--- src/rtl/serial_acc_seq.sv ---
// serial_acc_seq: bit-serial accumulator adding an LSB-first product stream into Y.
// Each frame takes W RUN cycles; Y, done and ovf update together on the last one.
module serial_acc_seq #(
  parameter int N = 32,
  parameter int M = 32,
  parameter int G = 8
) (
  input  logic             clk,
  input  logic             rst,
  input  logic             start,
  input  logic             clr,
  input  logic             aX,
  output logic [N+M+G-1:0] Y,
  output logic             done,
  output logic             busy,
  output logic             ovf
);
  localparam int L = N + M;
  localparam int W = N + M + G;
  localparam int CW = $clog2(W);
  typedef enum logic {IDLE, RUN} state_t;
  state_t state_q, state_d;
  logic [CW-1:0] cnt_q, cnt_d;
  logic [W-1:0] s_q, s_d, y_q, y_d;
  logic c_q, c_d, done_q, done_d, ovf_q, ovf_d;
  logic b, sum, cout, last;
  assign b = (cnt_q < CW'(L)) ? aX : 1'b0;
  assign sum = s_q[0] ^ b ^ c_q;
  assign cout = (s_q[0] & b) | (s_q[0] & c_q) | (b & c_q);
  assign last = cnt_q == CW'(W - 1);
  always_ff @(posedge clk) begin
    if (rst) begin
      state_q <= IDLE;
      cnt_q <= '0;
      s_q <= '0;
      c_q <= 1'b0;
      y_q <= '0;
      done_q <= 1'b0;
      ovf_q <= 1'b0;
    end else begin
      state_q <= state_d;
      cnt_q <= cnt_d;
      s_q <= s_d;
      c_q <= c_d;
      y_q <= y_d;
      done_q <= done_d;
      ovf_q <= ovf_d;
    end
  end
  always_comb begin
    state_d = state_q;
    cnt_d = cnt_q;
    s_d = s_q;
    c_d = c_q;
    y_d = y_q;
    done_d = 1'b0;
    ovf_d = ovf_q;
    if (state_q == IDLE) begin
      if (start) begin
        state_d = RUN;
        cnt_d = '0;
        s_d = clr ? '0 : y_q;
        c_d = 1'b0;
        ovf_d = ovf_q & ~clr;
      end
    end else begin
      // Sum bit enters at the top so W shifts leave the result naturally aligned.
      s_d = {sum, s_q[W-1:1]};
      c_d = cout;
      cnt_d = last ? '0 : cnt_q + CW'(1);
      if (last) begin
        state_d = IDLE;
        y_d = {sum, s_q[W-1:1]};
        done_d = 1'b1;
        ovf_d = ovf_q | cout;
      end
    end
  end
  assign Y = y_q;
  assign done = done_q;
  assign busy = state_q == RUN;
  assign ovf = ovf_q;
endmodule
--- config.mk ---
export PLATFORM = sky130hd
export DESIGN_NAME = serial_acc_seq
export DESIGN_NICKNAME = d
export VERILOG_FILES = /design/src/rtl/serial_acc_seq.sv
export SDC_FILE = /design/constraint.sdc
export NUM_CORES = 1
export LEC_CHECK = 0
export CAP_MARGIN = 20
export CORE_UTILIZATION = 40
export DETAILED_ROUTE_END_ITERATION = 10
export SYNTH_ARGS = -nofsm -noshare
export SYNTH_HDL_FRONTEND = slang
export SYNTH_SLANG_ARGS = --single-unit
--- constraint.sdc ---
create_clock -name clk -period 3.1 [get_ports clk]
set_input_delay 0.31 -clock clk [delete_from_list [all_inputs] [get_ports clk]]
set_output_delay 0.31 -clock clk [all_outputs]
set_load 0.02 [all_outputs]
Word-level counts from Yosys, hierarchy flattened

Index checks and enable logic that the tools add are counted.

Add/sub/neg operators: 1
Bitwise operators: 11
Reductions and logical operators: 4
Order comparisons: 1
Equality and inequality tests: 2
Muxes and demuxes: 16

Operators with widths:

| operator              | number |
|---|---|
| $mux W72              | 3 |
| $mux W7               | 3 |
| $mux W1               | 10 |
| $add A7 B1 Y7 const B | 1 |
| $eq A7 B7 Y1 const B  | 1 |
| $lt A7 B7 Y1 const B  | 1 |
| $and A1 B1 Y1         | 4 |
| $reduce_and A2 Y1     | 2 |
| $or A1 B1 Y1          | 3 |
| $ne A2 B1 Y1 const B  | 1 |
| $not A1 Y1            | 2 |
| $reduce_bool A2 Y1    | 1 |
| $reduce_or A2 Y1      | 1 |
| $xor A1 B1 Y1         | 2 |

Register bits after elaboration: 155
Output and inout bits: 75

Depth between registers and ports, before layout

Word-level depth: 8
Depth in mapped cells: 6

Least setup slack after synthesis

No wires, ideal clock.

Path kind: reg2reg
Start: register cnt_q[3]
End: register y_q[10] (netlist: Y[10])
Cell stages (with the launch flop): 6
Setup time: 0.072 ns
Path slack: 1.509 ns
Period minus slack after synthesis: 1.591 ns
Buffers on the path: 2
Arrival: 1.519 ns
Cell sequence: dfxtp_1 -> or4b_4 -> nor3_4 -> buf_12 -> buf_12 -> mux2i_1

Longest elaborated chain between the ends: 2

RTL lines:

| what                        | line | source |
|---|---|---|
| from (decl)                 | 23   | `logic [CW-1:0] cnt_q, cnt_d;` |
| from (signal assigned)      | 42   | `cnt_q <= cnt_d;` |
| $eq A7 B7 Y1                | 30   | `assign last = cnt_q == CW'(W - 1);` |
| $reduce_and A2 Y1 (no line) | --   |  |
| to (signal assigned)        | 45   | `y_q <= y_d;` |
| to (decl)                   | 24   | `logic [W-1:0] s_q, s_d, y_q, y_d;` |

Every way passes these cells.
A chain may end at the register's enable or synchronous reset.

Worst setup path after layout

Start: register state_q (netlist: busy)
End: output busy

RTL lines:

| what                   | line | source |
|---|---|---|
| from (decl)            | 22   | `state_t state_q, state_d;` |
| from (signal assigned) | 41   | `state_q <= state_d;` |
| to (decl)              | 15   | `output logic busy,` |

No word-level cell between the ends.

==> results.txt <==
* Data arrival time of the critical path: 1.85 ns
- Counting every net in the synthesized netlist gives 791.
- Total Nets Final: 825
* Cell with the largest stage delay on the worst path: clkdlybuf4s50_1
* Kind of end point of the critical path: output port
* Ranking of synthesized cells by instance count: dfxtp_1, nand2_1, nor2_1, nor2b_1, nor3_1
* Most repeated cell in the gate-level netlist after synthesis: dfxtp_1
- Worst clock skew: 0.0105 ns
* Clock tree from TritonCTS: yes
- Class of the most critical hold timing path: primary input to flip-flop
- Vias after detailed routing: 5,587
- Core Box Area: 16,800 um2
* Top cell type by total area after synthesis: dfxtp_1
- For this run, the leading register cell type out of synthesis is dfxtp_1.
* Count of endpoints failing setup in the final report: 0
- Per-cell routed wire length: 14.9 um
- Share of the cycle needed by the critical path after routing: 69.5%
* Number of filler instances in the final layout: 1,610
- In this run the worst path has a maximum fanout of 44.
- Critical Path Max Stage Delay: 0.72 ns
* Setup fix buffers added after clock tree synthesis: 0
- Maximum number of pins on one net before global-route repair: 74
- RSZ-0062 raised after global routing: false
- Proportion of layout cells with a drive suffix above 1: 6.26%
- Fraction of post-synthesis cell area in the top cell type by area: 44.5%
- For this design, the CTS-stage hold fixing added 0 buffers.
- The flow ran to the end, and the final reports show no timing, DRC or antenna violations.
* Max clock buf depth: 2
- Count of buffering cells on the critical path with inverters included: 1
- Yosys printed 0 warnings.
- Final WL: 15,700 um
- Boundary pin count: 80
- Global routing consumed, over all layers together, 18.0% of the routing resources.
* Power per cell area: 551 nW/um2
- Number of buffers inserted by port buffering: 79
- Critical Path Source Type: flip-flop
- VDD sags by at most 0.391 mV.
- Cell types occupying the most area after synthesis: dfxtp_1, mux2i_1, a311oi_1
* Total clock sinks: 155
- For the pin with the worst max-slew slack, the measured transition is 0.832 ns.
- The cell area that synthesis handed to floorplanning was 6970 um2.
- The critical path is of the flip-flop to output port type.
* Cell Count, Final, Fillers Out: 1,051
- The number of antenna violations at the first check in global routing is 0.
- Number of slew-limit violations in the final report: 0
* Proportion of synthesized chip area in sequential cells: 44.5%
- Final weighted congestion of routability-driven global placement: 0.752
- Buffers inserted during clock tree synthesis total 17.
- The die covers 18,000 um2.
- After detailed placement, the design holds a cell count of 1,019.
- Post-route DRC violation count: 0
- At the later pin of the worst-skew pair, clock insertion delay measures 0.43 ns.
* Synthesis-stage register bit count: 155
- Shortest period the worst path allows: 2.16 ns
* Std cell rows: 47
- From synthesis to final layout, the design area changed by 17.3%.
- Number of search-and-repair iterations in the first detailed-routing pass: 5
* Post-detailed-placement half-perimeter wirelength: 9000 um
* Vias in the first global route: 5,302
- Traced cell by cell, the critical path runs through clkdlybuf4s50_1.
- Total congestion overflow: 0
- Adding up every negative setup slack in the final design gives 0 ns.
- Depth of the CTS H-tree: 4
- The die is 134 um wide.
* Starting Density: 41.4%
- Avg Inst Size Synth: 8.89 um2
- Clock-pin slew was measured on the worst setup and hold paths at 0.07 ns.
* Wire length of the first global-routing pass: 26,200 um
* Hold Vio Cnt, Final: 0
- In this run, post-CTS repair resized a total of 0 instances.
- Remaining antenna violation count after routing: 0
- Yosys mapped the design onto 36 distinct sky130hd cell types.
* First-iteration detailed-routing DRC count: 345
- After detailed routing, the number of vias per cell comes to 5.32.
- Synthesis produced a netlist whose cell count is 784.
* Number of diodes added for antenna fixing: 0
- Worst slew margin: 44.5%
- Ys async rst share: 0%
- The analysis attributes to cell leakage a power of 2.75 nW.
- The tool flagged a number of max-cap violations equal to 0.
- In this run the clock root is driven by a clkbuf_16.
- In this run the vertical extent of the chip is 134 um.
- WP data required: 2.79 ns
* Cell family contributing the most delay on the critical path: buffers and inverters
* EDFF count, synth: 0
* Highest clock frequency the design can meet: 464 MHz
[placed cells by master, fill, tap and decap left out, types with 2 or more instances in the layout]
cell	n
nor2b_1	74
buf_12	3
buf_4	9
o21ai_0	4
dfxtp_1	154
nand3_1	2
a21oi_1	8
clkdlybuf4s50_1	77
nand2_1	150
nor3_1	74
nor2_1	75
inv_2	2
a311oi_1	72
clkbuf_16	17
inv_6	5
mux2i_1	73
bufinv_16	2
nor3b_1	2
clkinv_4	3
clkinvlp_4	4
[power by group]
| group | leakage (nW) | total (mW) | internal (mW) | switching [mW] |
|---|---|---|---|---|
| registers | 1.26 | 2.11 | 2.05 | 0.0567 |
| logic | 1.21 | 0.320 | 0.116 | 0.204 |
| clock network | 0.277 | 2.07 | 1.20 | 0.873 |
[routing by layer]
| metal | part of all wire, % | global-route usage (%) | up-vias |
|---|---|---|---|
| met5 | 0 | 0 | - |
| met3 | 4.3 | 4.01 | 17 |
| met4 | 1.5 | 7.01 | 0 |
| li1 | - | - | 2792 |
| met2 | 44 | 27.5 | 117 |
| met1 | 51 | 24.7 | 2661 |
[path summary, 6_finish.rpt]
check                        from               endpoint  slack, ns  cells past startpoint
max               busy$_SDFF_PP0_                   busy       0.94                      1
min                           rst   s_q[68]$_SDFFE_PP0P_       0.28                      2
max reg2reg       busy$_SDFF_PP0_  cnt_q[5]$_SDFFE_PP0P_       1.07                      4
min reg2reg  s_q[62]$_SDFFE_PP0P_     Y[61]$_SDFFE_PP0P_       0.47                      2
[cell families after synthesis]
kind of cell | synth area share, %
mux | 10.5
compound gates | 10.5
buf+inv | 8.31
flops | 44.5
fa+ha+maj | 0.467
simple gates | 25.7
[per-stage QoR]
| stage | power [mW] | worst slack, ns | cell area [um2] | util [%] | hold slack (ns) |
|---|---|---|---|---|---|
| CTS | 4.55 | 0.938 | 8180 | 48.6 | 0.260 |
| floorplan | 2.41 | 1.51 | 6970 | - | 0.447 |
| global placement | 2.46 | 1.14 | 7580 | 45.1 | 0.457 |
| finish | 4.50 | 0.944 | 8180 | 48.6 | 0.275 |
| detailed placement | 2.47 | 1.09 | 7580 | 45.1 | 0.465 |
| global route | 4.68 | 0.887 | 8180 | 48.6 | 0.287 |
[final cells by class]
class | instances | area (um2) | share of cell area (%)
Clock inverter | 15 | 165 | 2.02
Sequential cell | 155 | 3110 | 38.0
Timing Repair Buffer | 89 | 898 | 11.0
Clock buffer | 17 | 425 | 5.20
Inverter | 4 | 17.5 | 0.214
Multi-Input combinational cell | 551 | 3290 | 40.2
Tap cell | 220 | 275 | 3.37
[sequential cells by signal, indices dropped and copies added, names as in the netlist]
register  count
busy          1
s_q          72
c_q           1
Y            72
ovf           1
done          1
cnt_q         7
No activity file was read; power rests on OpenSTA's default activity.
